`src/rtl/bcd2_stopwatch_ctrl.sv`:
```
// Stopwatch sequencer for a 2-digit BCD up-counter: start/pause/lap/clear control, tick prescaler, lap freeze.
// Optional build macro BCD2_SATURATE_EN: stop at 99 in a HALT state instead of wrapping.
module bcd2_stopwatch_ctrl #(
   parameter int PRESCALE = 10,
   parameter int PSW      = 4
) (
   input  logic       clk,
   input  logic       reset,
   input  logic       start_stop,
   input  logic       lap_clear,
   input  logic [7:0] cnt_val,
   output logic       cnt_x,
   output logic       cnt_clr,
   output logic [7:0] disp_out,
   output logic       running,
   output logic       ovf
);

   typedef enum logic [2:0] {
      IDLE  = 3'd0,
      RUN   = 3'd1,
      LAP   = 3'd2,
      PAUSE = 3'd3
`ifdef BCD2_SATURATE_EN
      ,HALT = 3'd4
`endif
   } state_t;

   localparam logic [PSW-1:0] PRESC_LAST = PSW'(PRESCALE - 1);

   state_t         state, state_nxt;
   logic [PSW-1:0] presc, presc_nxt;
   logic [7:0]     lap_reg;
   logic           lap_ld;
   logic           x_nxt;
   logic           clr_nxt;
   logic           counting;
   logic           tick_due;
   logic           sat_hit;

   assign counting = (state == RUN) || (state == LAP);
   assign tick_due = counting && (presc == PRESC_LAST);

`ifdef BCD2_SATURATE_EN
   assign sat_hit = tick_due && (cnt_val == 8'h99);
`else
   assign sat_hit = 1'b0;
`endif

   // start_stop has priority over lap_clear in every state that reacts to both.
   always_comb begin
      state_nxt = state;
      clr_nxt   = 1'b0;
      lap_ld    = 1'b0;
      case (state)
         IDLE: begin
            if (start_stop)     state_nxt = RUN;
            else if (lap_clear) clr_nxt = 1'b1;
         end
         RUN: begin
`ifdef BCD2_SATURATE_EN
            if (sat_hit)        state_nxt = HALT;
            else
`endif
            if (start_stop)     state_nxt = PAUSE;
            else if (lap_clear) begin
               state_nxt = LAP;
               lap_ld    = 1'b1;
            end
         end
         LAP: begin
`ifdef BCD2_SATURATE_EN
            if (sat_hit)        state_nxt = HALT;
            else
`endif
            if (start_stop)     state_nxt = PAUSE;
            else if (lap_clear) state_nxt = RUN;
         end
         PAUSE: begin
            if (start_stop)     state_nxt = RUN;
            else if (lap_clear) begin
               state_nxt = IDLE;
               clr_nxt   = 1'b1;
            end
         end
`ifdef BCD2_SATURATE_EN
         HALT: begin
            if (lap_clear) begin
               state_nxt = IDLE;
               clr_nxt   = 1'b1;
            end
         end
`endif
         default: state_nxt = IDLE;
      endcase
   end

   // A due tick is issued even when a pause lands on the same edge.
   always_comb begin
      x_nxt     = tick_due && !sat_hit;
      presc_nxt = presc;
      if (state_nxt == IDLE)  presc_nxt = '0;
      else if (tick_due)      presc_nxt = '0;
      else if (counting)      presc_nxt = presc + 1'b1;
   end

   always_ff @(posedge clk or posedge reset) begin
      if (reset) begin
         state   <= IDLE;
         presc   <= '0;
         lap_reg <= 8'h00;
         cnt_x   <= 1'b0;
         cnt_clr <= 1'b0;
      end else begin
         state   <= state_nxt;
         presc   <= presc_nxt;
         cnt_x   <= x_nxt;
         cnt_clr <= clr_nxt;
         if (lap_ld) lap_reg <= cnt_val;
      end
   end

`ifdef BCD2_SATURATE_EN
   assign ovf = 1'b0;
`else
   logic ovf_q;

   // The counter wraps on the edge after a tick seen at 99.
   always_ff @(posedge clk or posedge reset) begin
      if (reset)                           ovf_q <= 1'b0;
      else if (clr_nxt)                    ovf_q <= 1'b0;
      else if (cnt_x && cnt_val == 8'h99)  ovf_q <= 1'b1;
   end

   assign ovf = ovf_q;
`endif

   assign disp_out = (state == LAP) ? lap_reg : cnt_val;
   assign running  = counting;

endmodule

```
`config.mk`:
```
export PLATFORM = sky130hd
export DESIGN_NAME = bcd2_stopwatch_ctrl
export DESIGN_NICKNAME = d
export VERILOG_FILES = /design/src/rtl/bcd2_stopwatch_ctrl.sv
export SDC_FILE = /design/constraint.sdc
export NUM_CORES = 1
export LEC_CHECK = 0
export ABC_AREA = 1
export CAP_MARGIN = 10
export CORE_MARGIN = 1.5
export CORE_UTILIZATION = 25
export DETAILED_ROUTE_END_ITERATION = 12
export PLACE_DENSITY = 0.5
export REMOVE_ABC_BUFFERS = 1
export SYNTH_ARGS = -nofsm -noshare
export SYNTH_HDL_FRONTEND = slang
export SYNTH_SLANG_ARGS = --single-unit
```
`constraint.sdc`:
```
create_clock -name clk -period 2.2 [get_ports clk]
set_input_delay 0.66 -clock clk [delete_from_list [all_inputs] [get_ports clk]]
set_output_delay 0.66 -clock clk [all_outputs]
set_load 0.02 [all_outputs]
```
# [Word-level counts from Yosys, hierarchy flattened]
# Cells that the tools add are included.
[word_totals] reg_bits=18 inputBits=12 output_inout_bits=12 elab_cells=38
[op_classes] addsub=1 eq_ne=5 mux=18 n_reduce_logical=8
[op_table] cell="$mux 3" count=7
[op_table] cell="$mux 4" count=3
[op_table] cell="$pmux 3 s4" count=1
[op_table] cell="$eq 8x8->1 const B" count=1
[op_table] cell="$mux 8" count=1
[op_table] cell="$eq 3x2->1 const B" count=2
[op_table] cell="$logic_not 3->1" count=2
[op_table] cell="$mux 1" count=6
[op_table] cell="$add 4x1->4 const B" count=1
[op_table] cell="$eq 4x4->1 const B" count=1
[op_table] cell="$eq 3x1->1 const B" count=1
[op_table] cell="$reduce_bool 3->1" count=1
[op_table] cell="$logic_and 1x1->1" count=2
[op_table] cell="$reduce_bool 2->1" count=1
[op_table] cell="$reduce_or 2->1" count=1
[op_table] cell="$logic_or 1x1->1" count=1

# [Longest topological paths before layout]
[depth] word_depth=5 ltp_mapped=9 ltp_nobuf=9

# [Least setup slack after synthesis]
# OpenSTA, ideal clock, no wires.
[synth_timing] kind="reg-to-output" startpoint="reg state[0]" endpoint="out disp_out[5]" t_arrival_ps=1336 required_time_ps=1540 slack_ps=204 path_stages_with_launch=5 path_buffers=1 path_cell_list="dfrtp_1 > inv_1 > nand3_4 > buf_4 > o21ai_0"
[synth_via] elab_chain_len=2
[synth_rtl] item="start: declaration" line_no="31" rtl="state_t state, state_nxt;"
[synth_rtl] item="start signal: assignment" line_no="115" rtl="state <= state_nxt;"
[synth_rtl] item="$eq 3x2->1" line_no="138" rtl="assign disp_out = (state == LAP) ? lap_reg : cnt_val;"
[synth_rtl] item="$mux 8" line_no="138"
[synth_rtl] item="end: declaration" line_no="14" rtl="output logic [7:0] disp_out,"
# No other way between the ends.

# [Final worst setup path]
[layout_timing] startpoint="in cnt_val[1]" endpoint="out disp_out[1]"
[layout_via] elab_chain_len=1
[layout_rtl] item="start: declaration" line_no="11" rtl="input logic [7:0] cnt_val,"
[layout_rtl] item="$mux 8" line_no="138"
# No other way between the ends.

==> results.sh <==
export IMPL_outcome="finished, final reports clean"
export IMPL_routed_wl_mm=2.190
export IMPL_dp_cells=215
export IMPL_fillCellCount=412
export IMPL_drc=0
export IMPL_place_congestion=0.7674
export IMPL_max_cap_viol_count=0
export IMPL_insertedDiodeCount=0
export IMPL_antenna_found_initial=0
export IMPL_synthDistinctLibCells=22
export IMPL_yosys_warnings=0
export IMPL_detailroute_via_count=903
export IMPL_crit_fanout=2
export IMPL_utilization_pct=36.07
export IMPL_synth_top_cell_area_share_pct=43.37
export IMPL_dpl_hpwl_mm=1.696
export IMPL_cp_start_kind="primary input"
export IMPL_finalClockSkew_ns=0.002578
export IMPL_fin_cells=220
export IMPL_clk_latency_ns=0.25
export IMPL_num_nets_final=185
export IMPL_cts_buffers=3
export IMPL_ant_nets=0
export IMPL_drv_slew=0
export IMPL_synth_top_area_cell="dfrtp_1"
export IMPL_required_ns=1.54
export IMPL_ys_ff_latch=18
export IMPL_yosys_top_cells_area="dfrtp_1 (43%), nand2_1 (9.0%), inv_1 (8.7%), nor2_1 (5.8%), o21ai_2 (5.1%)"
export IMPL_async_flop_share_pct=100.0
export IMPL_synth_edf_count=0
export IMPL_grt_ovfl_total=0
export IMPL_rsz0062_at_grt="no"
export IMPL_timing_fmax_mhz=469.2
export IMPL_grt_use_total_pct=10.36
export IMPL_dp_slack_ns=-0.3952
export IMPL_htreeDepth=1
export IMPL_yosys_most_used_dff="dfrtp_1"
export IMPL_viasPerCell=4.105
export IMPL_root_buffer="clkbuf_8"
export IMPL_critical_path_arrival_ns=1.47
export IMPL_initial_core_util_pct=25.96
export IMPL_final_common_cell="nand2_1"
export IMPL_p_per_area_mw_per_mm2=604.7
export IMPL_tns_ns=0
export IMPL_largest_register_ffs=8
export IMPL_critical_path_endpoint_type="output pin"
export IMPL_hp_class="reg -> reg"
export IMPL_post_route_min_period_ns=2.131
export IMPL_synthToLayoutAreaGrowth_pct=38.92
export IMPL_mostFrequentLayoutCells="nand2_1 (25), inv_1 (24), dfrtp_1 (18)"
export IMPL_io_pins=24
export IMPL_layout_drive_gt1_share_pct=26.47
export IMPL_clock_sinks=18
export IMPL_clock_path_buffers=2
export IMPL_fin_area_sq_mm=0.001443
export IMPL_numPortBuffers=23
export IMPL_die_x_microns=67.45
export IMPL_p_leak_nw=0.7833
export IMPL_dr_pass1_iters=4
export IMPL_row_count=23
export IMPL_placed_cell_area_sq_mm=0.001409
export IMPL_grt_pass1_vias=871
export IMPL_cts_tree="yes"
export IMPL_ys_seq_area_share_pct=43.37
export IMPL_clk_pin_slew_ns=0.07
export IMPL_path_class="in -> out"
export IMPL_core_area_sq_mm=0.004000
export IMPL_whs_ns=0.4859
export IMPL_synth_cell_area_sq_mm=0.001038
export IMPL_grt_first_pass_wirelength_mm=3.546
export IMPL_wire_per_inst_microns=9.955
export IMPL_ir_drop_mv=0.1916
export IMPL_avgSynthCellArea_sq_um=7.988
export IMPL_p_total_mw=0.8724
export IMPL_synthCells=130
export IMPL_die_area_sq_mm=0.004550
export IMPL_finalCritPeriodShare_pct=96.87
export IMPL_finalWorstSetupSlack_ns=0.06883
export IMPL_grt_max_degree=19
export IMPL_first_iter_violations=36
export IMPL_finalHoldViolations=0
export IMPL_die_h_microns=67.45
export IMPL_finalSetupViolCount=0
==> path summary, 6_finish.rpt <==
check / start / endpoint / slack, ns / cells past startpoint
worst max-delay path: cnt_val[1] / disp_out[1] / 0.07 / 4
worst min-delay path: lap_reg[7] / lap_reg[7] / 0.49 / 2
worst max register to register: presc[1] / presc[1] / 0.89 / 9
worst min register to register: lap_reg[7] / lap_reg[7] / 0.49 / 2
max in group asynchronous: reset / lap_reg[4] / 1.26 / 3
min in group asynchronous: reset / lap_reg[7] / 0.74 / 3
==> layout make-up <==
class	instances	area, sq um	share of cell area [%]
clock buffer	4	55.05	3.816
inverter	27	101.3	7.025
multi-input combinational	83	459.2	31.83
sequential	18	450.4	31.22
tap	50	62.56	4.337
timing repair buffer	38	314.1	21.77
==> synth_stat cells (2+ instances only) <==
cell and n:
nand2_1 25, inv_1 24, dfrtp_1 18, nor2_1 16, a21oi_1 8, nand3_1 7
o21ai_2 6, o21ai_0 5, inv_2 3, a21oi_2 2, ha_1 2, nand2_2 2
nand2_4 2, nand3_4 2
==> report_power, final <==
part           internal (mW)  switching (mW)  leakage, nW  total [mW]
Sequential             0.375          0.0218        0.232       0.397
Combinational         0.0976           0.115        0.523       0.213
Clock                  0.159           0.104       0.0288       0.263
==> timing repair <==
action / CTS / global route
gates resized for setup: 34 / 1
setup endpoints to repair: 9 / 1
pin swaps: 1 / 0
hold buffers: 0 / 0
buffers inserted: 1 / 0
==> logic make-up after synthesis <==
group                    after synthesis  share of synthesized area, %
buffers and inverters                 29                         12.41
AO/OA/AOI/OAI                         23                         14.22
adder cells (fa/ha/maj)                2                         2.409
flip-flops                            18                         43.37
other                                  1                        0.3611
XOR/XNOR                               1                        0.8435
AND/OR/NAND/NOR                       56                         26.38
==> metal layers <==
layer | part of all wire [%] | GRT usage [%] | wire length (microns)
met3 | 6.8 | 2.167 | 148
met4 | 0.82 | 3.571 | 18
met1 | 45 | 11.57 | 990
met2 | 47 | 19.31 | 1032
met5 | 0 | 0 | 0
==> critical path, cell delays in order <==
cell and delay, ns:
clkdlybuf4s50_1 0.45, inv_1 0.06, a21oi_1 0.12, buf_2 0.18
Power figures use the tool's default switching activity.
